$ cat src/rtl/seq_divider.sv
// Sequential restoring divider: 2N-bit dividend / N-bit divisor, one quotient bit per clock.
// Optional macro DIV_ZERO_FAST_EN: divide-by-zero completes in one edge and raises div_err.
module seq_divider #(
   parameter int N = 4
) (
   input  logic           clk,
   input  logic           rst_n,
   input  logic           start,
   input  logic [2*N-1:0] dividend,
   input  logic [N-1:0]   divisor,
   output logic [2*N-1:0] quotient,
   output logic [N-1:0]   remainder,
   output logic           busy,
   output logic           done,
   output logic           div_err
);

   localparam int CW = $clog2(2*N+1);

   typedef enum logic [1:0] {S_IDLE, S_BUSY, S_DONE} state_t;

   state_t         state_q, state_d;
   logic [N:0]     r_q, r_d;
   logic [2*N-1:0] q_q, q_d;
   logic [N-1:0]   d_q, d_d;
   logic [CW-1:0]  cnt_q, cnt_d;
   logic [2*N-1:0] quo_q, quo_d;
   logic [N-1:0]   rem_q, rem_d;

   logic [N:0]     r_shift;
   logic [N:0]     r_sub;
   logic           fits;
   logic [N:0]     r_next;
   logic [2*N-1:0] q_next;

   // One restoring step: shift in the next dividend bit, subtract if the divisor fits.
   assign r_shift = {r_q[N-1:0], q_q[2*N-1]};
   assign fits    = (r_shift >= {1'b0, d_q});
   assign r_sub   = r_shift - {1'b0, d_q};
   assign r_next  = fits ? r_sub : r_shift;
   assign q_next  = {q_q[2*N-2:0], fits};

`ifdef DIV_ZERO_FAST_EN
   logic err_q, err_d;
`endif

   always_comb begin
      state_d = state_q;
      r_d     = r_q;
      q_d     = q_q;
      d_d     = d_q;
      cnt_d   = cnt_q;
      quo_d   = quo_q;
      rem_d   = rem_q;
`ifdef DIV_ZERO_FAST_EN
      err_d   = err_q;
`endif
      case (state_q)
         S_IDLE, S_DONE: begin
            if (start) begin
`ifdef DIV_ZERO_FAST_EN
               if (divisor == '0) begin
                  quo_d   = '1;
                  rem_d   = dividend[N-1:0];
                  err_d   = 1'b1;
                  state_d = S_DONE;
               end else begin
                  r_d     = '0;
                  q_d     = dividend;
                  d_d     = divisor;
                  cnt_d   = CW'(2*N);
                  err_d   = 1'b0;
                  state_d = S_BUSY;
               end
`else
               r_d     = '0;
               q_d     = dividend;
               d_d     = divisor;
               cnt_d   = CW'(2*N);
               state_d = S_BUSY;
`endif
            end else begin
               state_d = S_IDLE;
            end
         end
         S_BUSY: begin
            r_d   = r_next;
            q_d   = q_next;
            cnt_d = cnt_q - CW'(1);
            // Results are published only on the final step so they stay stable while iterating.
            if (cnt_q == CW'(1)) begin
               quo_d   = q_next;
               rem_d   = r_next[N-1:0];
               state_d = S_DONE;
            end
         end
         default: state_d = S_IDLE;
      endcase
   end

   always_ff @(posedge clk or negedge rst_n) begin
      if (!rst_n) begin
         state_q <= S_IDLE;
         r_q     <= '0;
         q_q     <= '0;
         d_q     <= '0;
         cnt_q   <= '0;
         quo_q   <= '0;
         rem_q   <= '0;
      end else begin
         state_q <= state_d;
         r_q     <= r_d;
         q_q     <= q_d;
         d_q     <= d_d;
         cnt_q   <= cnt_d;
         quo_q   <= quo_d;
         rem_q   <= rem_d;
      end
   end

`ifdef DIV_ZERO_FAST_EN
   always_ff @(posedge clk or negedge rst_n) begin
      if (!rst_n) err_q <= 1'b0;
      else        err_q <= err_d;
   end
   assign div_err = err_q;
`else
   assign div_err = 1'b0;
`endif

   assign quotient  = quo_q;
   assign remainder = rem_q;
   assign busy      = (state_q == S_BUSY);
   assign done      = (state_q == S_DONE);

endmodule

$ cat config.mk
export PLATFORM = sky130hd
export DESIGN_NAME = seq_divider
export DESIGN_NICKNAME = d
export VERILOG_FILES = /design/src/rtl/seq_divider.sv
export SDC_FILE = /design/constraint.sdc
export NUM_CORES = 1
export LEC_CHECK = 0
export BUFFER_PORTS_ARGS = -buffer_cell sky130_fd_sc_hd__buf_2
export CAP_MARGIN = 5
export CORE_MARGIN = 2
export CORE_UTILIZATION = 53
export DETAILED_ROUTE_END_ITERATION = 10
export PLACE_DENSITY = 0.77
export SYNTH_ARGS = -nofsm -noshare
export SYNTH_HDL_FRONTEND = slang
export SYNTH_SLANG_ARGS = --single-unit
$ cat constraint.sdc
create_clock -name clk -period 1.8 [get_ports clk]
set_input_delay 0.27 -clock clk [delete_from_list [all_inputs] [get_ports clk]]
set_output_delay 0.27 -clock clk [all_outputs]
set_load 0.02 [all_outputs]
Word level (Yosys, flattened, before mapping)
Index checks and enable logic that the tools add are counted.

Latch bits: 0. Flip-flop bits (word level): 34. Output and inout bits: 15. Word-level logic and storage cells: 31. Bits in read-only memories: 0. Input port bits: 15. Memories: 0. Memory bits (writable): 0.

Mux-type cells: 10. $lt $le $gt $ge: 1. Eq/ne operators: 5. Shifts and indexed selects: 0. Multiply operators: 0. Bitwise operators: 0. Div/mod/pow operators: 0. Reduce and logical (&&, ||, !) cells: 6. Add/subtract/negate cells: 2.

Operators by type and width (number): case mux 4 bit (2 select lines) (2); case mux 8 bit (2 select lines) (1); two-way mux 4 bit (3); two-way mux 8 bit (1); AND reduction 2 bit (3); greater-or-equal comparator 5 x 4 -> 1 bit (1); equality test 4 x 1 -> 1 bit, second input constant (1); case mux 2 bit (2 select lines) (1); subtractor 4 x 1 -> 4 bit, second input constant (1); subtractor 4 bit (1); equality test 2 x 1 -> 1 bit, second input constant (1); equality test 2 bit, second input constant (1); logical NOT 2 bit (1); two-way mux 2 bit (1); != test 2 x 1 -> 1 bit, second input constant (1); != test 2 bit, second input constant (1); nonzero test 2 bit (1); OR reduction 2 bit (1); two-way mux 1 bit (1).

Depth between registers and ports, before layout
Gate-level depths: netlist of run 1.

Word-level depth: 4. Gate-level depth with buffers: 8. Depth with buffers taken out: 7.

Least setup slack after synthesis of run 1
Ideal clock, no wire load.

Kind: flip-flop to flip-flop. Start: reg r_q[0]. End: reg r_q[0]. Path slack: 176 ps. Setup time: 122 ps. Path buffers: 0. Arrival time: 1503 ps. Clock period less this slack: 1624 ps. Stages on the path, launching flop included: 6. Required time: 1678 ps. Cell sequence: dfrtp_1 ha_1 nor2b_4 o311ai_4 nand3_2 a32o_1.

Cells in the longest elaborated chain, start to end: 3.

RTL lines: start, declared (RTL line 23) `logic [N:0] r_q, r_d;`; start signal, assigned (RTL line 112) `r_q <= r_d;`; greater-or-equal comparator 5 x 4 -> 1 bit (RTL line 38) `assign fits = (r_shift >= {1'b0, d_q});`; two-way mux 4 bit (RTL line 40) `assign r_next = fits ? r_sub : r_shift;`; case mux 4 bit (2 select lines) (RTL line 58) `case (state_q)`.

Every way passes these cells. A chain may end at the register's enable or synchronous reset.

Worst setup path in the final report of run 1
Start: reg q_q[7]. End: reg r_q[2].

Cells in the longest elaborated chain, start to end: 3. Elaborated cells between the ends (all ways): 4. Those cells by class: add/sub: 1; order compare: 1; mux: 2.

RTL lines: start, declared (RTL line 24) `logic [2*N-1:0] q_q, q_d;`; start signal, assigned (RTL line 113) `q_q <= q_d;`; subtractor 4 bit / greater-or-equal comparator 5 x 4 -> 1 bit (equally long branches) (RTL line 39, 38); two-way mux 4 bit (*) (RTL line 40); case mux 4 bit (2 select lines) (*) (RTL line 58).

Mark *: on every way between the ends. The rest lies on a longest branch, timed or not.

==> qor.yml, run 1 <==
status:
  result_of_the_run: "complete, no violations"
setup_path:
  crit_arrival_ps: 1920
  timing.critical_path.to_type: "register"
  crit_path_start_kind: "register"
  worstRegToRegCells: 7
  ff2ff_setup_slack_ps: 110
  path_max_fanout: 3
  setup.worst_path.class: "register to register"
  required_ps: 2020
detailed_routing:
  final_antenna_net_count: 0
  iteration_count_of_the_initial_detailed_routing_pass: 4
  routed_wirelength_mm: 3.32
  route.detailed.vias_per_inst: 5.43
  routed_length_per_placed_instance_um: 14.3
  initialDrtViolationCount: 56
  detail_route.drc_violations: 0
  route.vias.total: 1260
timing:
  postLayoutSetupSlackWorst_ps: 107
  period_share: 0.941
  finClkSkew_ps: 9.71
  final_hold_viol_count: 0
  max_slew.worst_pin.slew_ps: 731
  grt_setup_unrepaired: "yes"
  fmax_ghz: 0.591
  final-setup-viol-count: 0
  final_slew_viol_count: 0
  timing.max_slew.rel_slack: 0.513
  period_needed_ps: 1690
synth:
  postSynthAreaPerCell_um2: 9.96
  netlist.top_cell.by_area: "sky130_fd_sc_hd__dfrtp_1"
  postSynthCellCount: 166
  synth.top_cell.area_share: 0.514
  total_number_of_yosys_warnings: 0
  synth_top_cells_by_area: "sky130_fd_sc_hd__dfrtp_1 (51%), sky130_fd_sc_hd__nand2_1 (11%), sky130_fd_sc_hd__ha_1 (4.5%), sky130_fd_sc_hd__a22oi_1 (3.2%), sky130_fd_sc_hd__o21ai_0 (3.0%)"
  post_synth_most_frequent_cells: "sky130_fd_sc_hd__nand2_1 (50), sky130_fd_sc_hd__dfrtp_1 (34), sky130_fd_sc_hd__o21ai_0 (10), sky130_fd_sc_hd__inv_1 (8), sky130_fd_sc_hd__a22oi_1 (7)"
  dominant_register_cell_in_the_synthesized_netlist: "sky130_fd_sc_hd__dfrtp_1"
  yosysUniqueCellTypes: 41
  leading_cell_type_by_number_of_instances_after_synthesis: "sky130_fd_sc_hd__nand2_1"
  asyncSetResetFlopFracSynth: 1.00
  netlist_area_um2: 1650
  ys_seq_elements: 34
  mappedNetlistNets: 188
  synth_edf_count: 0
  synth_sequential_area_ratio: 0.514
finish:
  proportion_of_layout_cells_with_a_drive_suffix_above_1: 0.286
  area_growth_syn_to_layout_pct: 15.7
  finish.net_count: 221
  n_fill_cell: 268
  antenna_cells_inserted: 0
  post_layout_nonfiller_instances: 232
  post-route-util: 0.638
grt:
  vias_in_the_first_global_route: 1242
  antenna_violations_before_repair: 0
  grt-ovfl-total: 0
  globalRouteTotalUtil: 0.215
  grt_pass1_wl_mm: 5.61
  largest_net_degree_at_the_start_of_global_routing: 35
clock_tree:
  cts-buffers-inserted: 5
  cts_tree: "done"
  clk_transition_reported_paths_ps: 100
  cts-root-buf: "sky130_fd_sc_hd__clkbuf_4"
  cts_setup_buffers: 0
  cts_num_sinks: 34
  clock_latency_ps: 340
  cts-root-to-sink-buffers: 2
  h_tree_level_count: 2
die:
  fp.coreArea_um2: 3000
  chipHeight_um: 59.9
  die_x_um: 59.9
  ios: 30
  row_count: 20
  start_util: 0.551
  die_outline_area_um2: 3580
run:
  drv_cap: 0
placed_design:
  post-place-cells: 224
  gpl.final_weighted_congestion: 0.840
  detailedPlacementHpwl_mm: 2.44
  numPortBuffers: 28
  dpl_worst_slack_ps: 119
hold_path:
  min_delay_path_depth: 3
  min_path_type: "input pin to register"
power:
  irDropWorstVdd_v: 0.00101
  power.static_leakage_nw: 0.931
  power-per-cell-area_nw_per_um2: 2180
-- final cells by class --
| type | count | area, µm² | area share |
|---|---|---|---|
| Tap cell | 33 | 41.3 | 0.0216 |
| Multi-Input combinational cell | 116 | 721 | 0.376 |
| Clock buffer | 6 | 51.3 | 0.0268 |
| Sequential cell | 34 | 851 | 0.444 |
| Inverter | 9 | 40.0 | 0.0209 |
| Timing Repair Buffer | 33 | 180 | 0.0941 |
| Clock inverter | 1 | 30.0 | 0.0157 |
-- stage by stage --
step | area (µm²) | hold WS [ps] | TNS [ps] | total power (W)
floorplan | 1650 | -25.6 | 0 | 0.00306
global placement | 1810 | 369 | 0 | 0.00347
detailed placement | 1810 | 375 | 0 | 0.00360
CTS | 1910 | 113 | 0 | 0.00418
global route | 1910 | 131 | -23.7 | 0.00453
finish | 1910 | 122 | 0 | 0.00418
-- cells in the final DEF (no fill, tap or decap), types with 2 or more instances in the layout --
cell type	netlist	layout
sky130_fd_sc_hd__nand4_1	2	2
sky130_fd_sc_hd__clkbuf_4	0	5
sky130_fd_sc_hd__nor2_1	3	2
sky130_fd_sc_hd__nand2_1	50	50
sky130_fd_sc_hd__buf_2	2	28
sky130_fd_sc_hd__o31ai_1	4	4
sky130_fd_sc_hd__o21ai_2	2	2
sky130_fd_sc_hd__o21ai_0	10	10
sky130_fd_sc_hd__a31oi_1	2	2
sky130_fd_sc_hd__ha_1	6	5
sky130_fd_sc_hd__nand3_1	2	2
sky130_fd_sc_hd__nor2_2	1	2
sky130_fd_sc_hd__and2_1	2	2
sky130_fd_sc_hd__dfrtp_1	34	34
sky130_fd_sc_hd__inv_1	8	7
sky130_fd_sc_hd__nor2b_1	2	2
sky130_fd_sc_hd__nor3_1	3	3
sky130_fd_sc_hd__buf_4	2	4
sky130_fd_sc_hd__a22oi_1	7	7
-- worst max-delay path, cell delays in order (launching register included) --
cell	delay (ps)
sky130_fd_sc_hd__dfrtp_1	370
sky130_fd_sc_hd__inv_1	100
sky130_fd_sc_hd__ha_2	220
sky130_fd_sc_hd__inv_1	60
sky130_fd_sc_hd__fa_1	370
sky130_fd_sc_hd__xor2_1	170
sky130_fd_sc_hd__a21oi_1	180
sky130_fd_sc_hd__o31ai_1	90
-- repair_timing --
item,4_1_cts,5_1_grt
setup endpoints to repair,0,6
hold buffers,1,0
hold endpoints to repair,20,0
resized for setup,0,3
-- sequential cells by signal, summed over array words and instances (netlist names) --
| register | cells |
|---|---|
| quotient | 8 |
| d_q | 4 |
| remainder | 4 |
| cnt_q | 4 |
| r_q | 4 |
| state_q | 2 |
| q_q | 8 |
-- worst paths after layout --
check                              from           end
min reg2reg                remainder[3]  remainder[3]
min in group asynchronous         rst_n   quotient[5]
min                          divisor[0]        d_q[0]
max in group asynchronous         rst_n        d_q[3]
max reg2reg                      q_q[7]        r_q[2]
max                              q_q[7]        r_q[2]
-- kinds of logic (layout without fill, tap and decap cells) --
family          count (synthesis)  in the layout  synth area share
buf+inv                        16             49            0.0529
xor+xnor                        1              1           0.00530
simple gates                   73             73             0.211
other cells                     1              1           0.00227
fa+ha+maj                       7              7            0.0575
compound gates                 34             34             0.157
flops                          34             34             0.514
-- routing by layer --
layer	vias up	track usage	wire length, µm
met4	0	0.0857	48
met5	-	0	0
met2	27	0.363	1650
met3	6	0.0628	125
met1	602	0.255	1500
li1	625	-	-
-- power breakdown --
| part | leakage [nW] | internal [W] | switching [W] |
|---|---|---|---|
| Clock | 0.0443 | 0.000323 | 0.000249 |
| Combinational | 0.474 | 0.000891 | 0.00133 |
| Sequential | 0.413 | 0.00115 | 0.000244 |
No activity file was read; power rests on OpenSTA's default activity.
==> run 2, diff against run 1 <==
Settings changed: ABC_AREA set to 1, PLACE_DENSITY 0.77 to 0.78.
==> run 2 against run 1 <==
Against the previous run: the run now ends with hold timing left; critical path depth grew 1; clock-buffer cell count grew 1; flip-flop and latch count unchanged; area after synthesis decreased by 1.7%; final cell count up 6.9%; synthesized cell count up 9.6%; clock power fell by 24%; die area shrank 1.6%; maximum frequency grew 5.6%; non-clock buffer count is 5 lower; critical endpoint is now remainder[2].
==> qor.yml, run 2 <==
placed_design:
  numPortBuffers: 28
  gpl.final_weighted_congestion: 0.885
  dpl_worst_slack_ps: 245
  post_dp_area_um2: 1780
  post-place-cells: 240
  detailedPlacementHpwl_mm: 2.09
synth:
  synthMuxAreaShare: 0
  post_synth_most_frequent_cells: "sky130_fd_sc_hd__nand2_1 (61), sky130_fd_sc_hd__dfrtp_1 (34), sky130_fd_sc_hd__inv_1 (21), sky130_fd_sc_hd__nand3_1 (14), sky130_fd_sc_hd__o21ai_0 (9)"
  postSynthCellCount: 182
  synth_edf_count: 0
  synth_sequential_area_ratio: 0.523
  ys_seq_elements: 34
  netlist_area_um2: 1630
  synth_simple_gate_area_frac: 0.239
  mappedNetlistNets: 204
  postSynthAreaPerCell_um2: 8.93
  leading_cell_type_by_number_of_instances_after_synthesis: "sky130_fd_sc_hd__nand2_1"
  yosys.area_share.xor_xnor: 0.0108
  synth_top_family_by_area: "simple AND/OR/NAND/NOR gates"
  post_synth_fa_ha_maj_area_fraction: 0.0585
  synth_top_cells_by_area: "sky130_fd_sc_hd__dfrtp_1 (52%), sky130_fd_sc_hd__nand2_1 (14%), sky130_fd_sc_hd__inv_1 (4.8%), sky130_fd_sc_hd__ha_1 (4.6%), sky130_fd_sc_hd__nand3_1 (4.3%)"
  yosysUniqueCellTypes: 25
  total_number_of_yosys_warnings: 0
  asyncSetResetFlopFracSynth: 1.00
  synth.top_cell.area_share: 0.523
  netlist.top_cell.by_area: "sky130_fd_sc_hd__dfrtp_1"
  dominant_register_cell_in_the_synthesized_netlist: "sky130_fd_sc_hd__dfrtp_1"
  fraction_of_the_mapped_netlist_area_in_compound_gates: 0.0901
status:
  result_of_the_run: "finished with violations"
  failing_checks: "hold timing"
clock_tree:
  cts-buffers-inserted: 5
  cts-root-to-sink-buffers: 2
  holdBufCountCts: 0
  clock_latency_ps: 330
  clk_transition_reported_paths_ps: 100
  cts-root-buf: "sky130_fd_sc_hd__clkbuf_4"
  h_tree_level_count: 2
  cts_tree: "done"
  cts_num_sinks: 34
  cts_setup_buffers: 0
  cts.repair.resized: 0
finish:
  final_area_um2: 1840
  area_growth_syn_to_layout_pct: 13.2
  commonest_cells_after_routing_fill_and_taps_aside: "sky130_fd_sc_hd__nand2_1 (61), sky130_fd_sc_hd__dfrtp_1 (34), sky130_fd_sc_hd__buf_2 (28), sky130_fd_sc_hd__inv_1 (21), sky130_fd_sc_hd__nand3_1 (14)"
  post_layout_nonfiller_instances: 248
  n_fill_cell: 265
  finish.net_count: 236
  mostFrequentLayoutCell: "sky130_fd_sc_hd__nand2_1"
  proportion_of_layout_cells_with_a_drive_suffix_above_1: 0.233
  antenna_cells_inserted: 0
timing:
  tns_ps: 0
  timing.max_slew.rel_slack: 0.521
  final-setup-viol-count: 0
  postLayoutSetupSlackWorst_ps: 197
  period_share: 0.891
  final_slew_viol_count: 0
  fmax_ghz: 0.624
  grt_setup_unrepaired: "no"
  final_hold_viol_count: 34
  finClkSkew_ps: 4.75
  fin_worst_hold_slack_ps: -16.8
  period_needed_ps: 1600
  max_slew.worst_pin.slew_ps: 719
detailed_routing:
  iteration_count_of_the_initial_detailed_routing_pass: 4
  detail_route.drc_violations: 0
  route.detailed.vias_per_inst: 5.09
  routed_length_per_placed_instance_um: 11.4
  initialDrtViolationCount: 46
  routed_wirelength_mm: 2.82
  route.vias.total: 1262
  final_antenna_net_count: 0
die:
  ios: 30
  fp.coreArea_um2: 2980
  row_count: 20
  die_x_um: 59.4
  chipHeight_um: 59.4
  die_outline_area_um2: 3530
  start_util: 0.546
power:
  irDropWorstVdd_v: 0.000840
  power.static_leakage_nw: 0.986
  power-per-cell-area_nw_per_um2: 2070
setup_path:
  path_max_fanout: 5
  timing.critical_path.to_type: "register"
  required_ps: 2070
  setup.worst_path.class: "register to register"
  crit_arrival_ps: 1880
  crit_path_start_kind: "register"
run:
  drv_cap: 0
grt:
  largest_net_degree_at_the_start_of_global_routing: 35
  grt-ovfl-total: 0
  globalRouteTotalUtil: 0.193
  vias_in_the_first_global_route: 1176
  antenna_violations_before_repair: 0
  grt_pass1_wl_mm: 4.93
hold_path:
  min_path_type: "input pin to asynchronous set/reset pin"
run 2: changes by cell type after synthesis, sizes merged, moves of 7 or more:
cell / change
nand2: +14
inv: +16
nand3: +11
a22oi: -7
run 2: critical path: stages, from the launching register on:
cell,delay (ps)
sky130_fd_sc_hd__dfrtp_1,410
sky130_fd_sc_hd__ha_1,360
sky130_fd_sc_hd__a21oi_1,160
sky130_fd_sc_hd__nand2_1,80
sky130_fd_sc_hd__nand2_1,130
sky130_fd_sc_hd__nand2_1,140
sky130_fd_sc_hd__nand2_1,110
sky130_fd_sc_hd__nand3_1,90
sky130_fd_sc_hd__nand2_1,70
run 2: cell families (layout without fill, tap and decap cells):
family                   count (synthesis)  after routing
flip-flops                              34             34
adder cells (fa/ha/maj)                  7              7
XOR/XNOR                                 2              2
buffers and inverters                   28             61
AND/OR/NAND/NOR                         88             88
other                                    1              1
AO/OA/AOI/OAI                           22             22
run 2: report_power, final:
| part | leakage (nW) | switching [W] | internal, W |
|---|---|---|---|
| combinational | 0.541 | 0.00129 | 0.000723 |
| clock | 0.0353 | 0.000244 | 0.000189 |
| sequential | 0.410 | 0.000205 | 0.00116 |
run 2: worst paths after layout:
kind / slack [ps] / endpoint / startpoint / cells after the start
max: 200 / remainder[2] / r_q[1] / 8
min: -20 / remainder[2] / rst_n / 1
max reg2reg: 200 / remainder[2] / r_q[1] / 8
min reg2reg: 470 / quotient[7] / quotient[7] / 2
max in group asynchronous: 1360 / r_q[3] / rst_n / 1
min in group clk: 130 / d_q[0] / divisor[0] / 3
run 2: layout make-up:
class,count,area (µm²),area share
Tap cell,33,41.3,0.0224
Inverter,25,96.3,0.0523
Clock buffer,7,55.1,0.0299
Sequential cell,34,851,0.462
Clock inverter,1,5.00,0.00272
Timing Repair Buffer,28,140,0.0761
Multi-Input combinational cell,120,652,0.354
run 2: per-layer routing:
layer / global-route usage / vias to the layer above / routed length [µm]
met2: 0.294 / 31 / 1320
met1: 0.250 / 582 / 1320
li1: - / 643 / -
met3: 0.0655 / 6 / 128
met4: 0.0877 / 0 / 50
met5: 0 / - / 0
run 2: stage by stage:
step / total power (W) / utilization / hold WS (ps)
3_3_place_gp: 0.00336 / 0.598 / 374
2_1_floorplan: 0.00293 / - / -25.6
4_1_cts: 0.00384 / 0.618 / 4.22
3_5_place_dp: 0.00341 / 0.598 / 371
6_report: 0.00381 / 0.618 / -16.8
5_1_grt: 0.00423 / 0.618 / 32.5
==> run 3, diff against run 2 <==
Settings changed: CTS_BUF_LIST set to sky130_fd_sc_hd__clkbuf_8.
==> run 3 against run 2 <==
Against the previous run: clock skew decreased by 2.0 ps; critical path depth unchanged; clock power increased by 33%; core utilization increased by 1.1 points; flip-flop and latch count unchanged; the flow now finishes without violations; total power increased by 3.7%; combinational power about the same; final cell count unchanged; register-to-register slack about the same; sequential share of layout area decreased by 0.77 points; wire length increased by 0.28%.
==> qor.yml, run 3 (synthesized netlist as in run 2, its figures left out) <==
setup_path:
  slowest_delay_ps: 400
  setup.worst_path.class: "register to register"
  critical-path-top-delay-family: "simple AND/OR/NAND/NOR gates"
  path_cells: "ha_1 -> a21oi_1 -> nand2_1 -> nand2_1 -> nand2_1 -> nand2_1 -> nand3_1 -> nand2_1"
  crit_arrival_ps: 1820
  timing.critical_path.buf_inv: 0
  required_ps: 2030
  crit_path_start_kind: "register"
  worstRegToRegCells: 8
  timing.critical_path.to_type: "register"
  path_max_fanout: 5
  critPathMostFrequentCell: "sky130_fd_sc_hd__nand2_1"
  cp_num_cells: 8
  timing.critical_path.slowest_stage_cell: "sky130_fd_sc_hd__dfrtp_1"
grt:
  grt-ovfl-total: 0
  globalRouteTotalUtil: 0.193
  largest_net_degree_at_the_start_of_global_routing: 35
  grt_pass1_wl_mm: 4.95
  vias_in_the_first_global_route: 1166
  antenna_violations_before_repair: 0
clock_tree:
  clock_latency_ps: 280
  cts-root-to-sink-buffers: 2
  cts_num_sinks: 34
  cts-buffers-inserted: 5
  clk_transition_reported_paths_ps: 70
  cts_tree: "done"
  cts-root-buf: "sky130_fd_sc_hd__clkbuf_8"
  cts_setup_buffers: 0
  cts.repair.resized: 0
  h_tree_level_count: 2
  holdBufCountCts: 0
run:
  drv_cap: 0
finish:
  finish.net_count: 236
  commonest_cells_after_routing_fill_and_taps_aside: "sky130_fd_sc_hd__nand2_1 (61), sky130_fd_sc_hd__dfrtp_1 (34), sky130_fd_sc_hd__buf_2 (28), sky130_fd_sc_hd__inv_1 (22), sky130_fd_sc_hd__nand3_1 (14)"
  final_area_um2: 1870
  proportion_of_layout_cells_with_a_drive_suffix_above_1: 0.233
  mostFrequentLayoutCell: "sky130_fd_sc_hd__nand2_1"
  antenna_cells_inserted: 0
  area_growth_syn_to_layout_pct: 15.2
detailed_routing:
  routed_length_per_placed_instance_um: 11.4
  iteration_count_of_the_initial_detailed_routing_pass: 4
  routed_wirelength_mm: 2.83
  final_antenna_net_count: 0
  initialDrtViolationCount: 47
  route.vias.total: 1251
  detail_route.drc_violations: 0
  route.detailed.vias_per_inst: 5.04
placed_design:
  numPortBuffers: 28
  gpl.final_weighted_congestion: 0.885
  post_dp_area_um2: 1780
  detailedPlacementHpwl_mm: 2.09
timing:
  finClkSkew_ps: 2.77
  final_hold_viol_count: 0
  period_needed_ps: 1590
  grt_setup_unrepaired: "no"
  timing.max_slew.rel_slack: 0.520
  tns_ps: 0
  final-setup-viol-count: 0
  final_slew_viol_count: 0
  max_slew.worst_pin.slew_ps: 720
  fmax_ghz: 0.628
  period_share: 0.885
die:
  die_outline_area_um2: 3530
  row_count: 20
  ios: 30
  fp.coreArea_um2: 2980
  die_x_um: 59.4
  start_util: 0.546
  chipHeight_um: 59.4
power:
  power-per-cell-area_nw_per_um2: 2110
  irDropWorstVdd_v: 0.000808
  power.static_leakage_nw: 1.00
status:
  result_of_the_run: "complete, no violations"
hold_path:
  min_path_type: "input pin to asynchronous set/reset pin"
run 3: changes by cell type in the layout (fill, tap and decap cells not counted), sizes merged:
cell    previous run  this run
clkbuf             7         6
inv               25        26
run 3: final timing paths:
kind                            slack (ps)           end         from
worst max-delay path                   210  remainder[2]       r_q[1]
worst min-delay path                    40  remainder[2]        rst_n
min in group clk                       170        d_q[0]   divisor[0]
worst max register to register         210  remainder[2]       r_q[1]
max in group asynchronous             1310        r_q[3]        rst_n
worst min register to register         470   quotient[7]  quotient[7]
run 3: layer usage:
layer | GRT usage | share of wire | up-vias | wire length, µm
met4 | 0.0714 | 0.014 | 0 | 39
li1 | - | - | 641 | -
met3 | 0.0590 | 0.049 | 4 | 138
met2 | 0.306 | 0.47 | 31 | 1340
met1 | 0.250 | 0.46 | 575 | 1320
met5 | 0 | 0 | - | 0
run 3: through the flow:
stage	setup slack [ps]	total power [W]	utilization	hold slack (ps)	std cells
detailed placement	245	0.00341	0.598	371	240
global route	22.0	0.00437	0.629	103	248
finish	207	0.00395	0.629	35.3	248
CTS	216	0.00399	0.629	60.1	248
floorplan	383	0.00293	-	-25.6	182
global placement	249	0.00336	0.598	374	240
run 3: report_power, final:
| part | internal [W] | leakage, nW | switching, W |
|---|---|---|---|
| registers | 0.00116 | 0.410 | 0.000204 |
| clock network | 0.000303 | 0.0524 | 0.000272 |
| logic | 0.000723 | 0.541 | 0.00129 |
| total | 0.00219 | 1.00 | 0.00177 |
run 3: final cells by class:
type | instances | area, µm²
clock inverters | 2 | 8.76
flip-flops and latches | 34 | 851
clock buffers | 6 | 82.6
inverters | 25 | 96.3
fillers | 266 | 1110
well taps | 33 | 41.3
repair buffers | 28 | 140
multi-input cells | 120 | 652
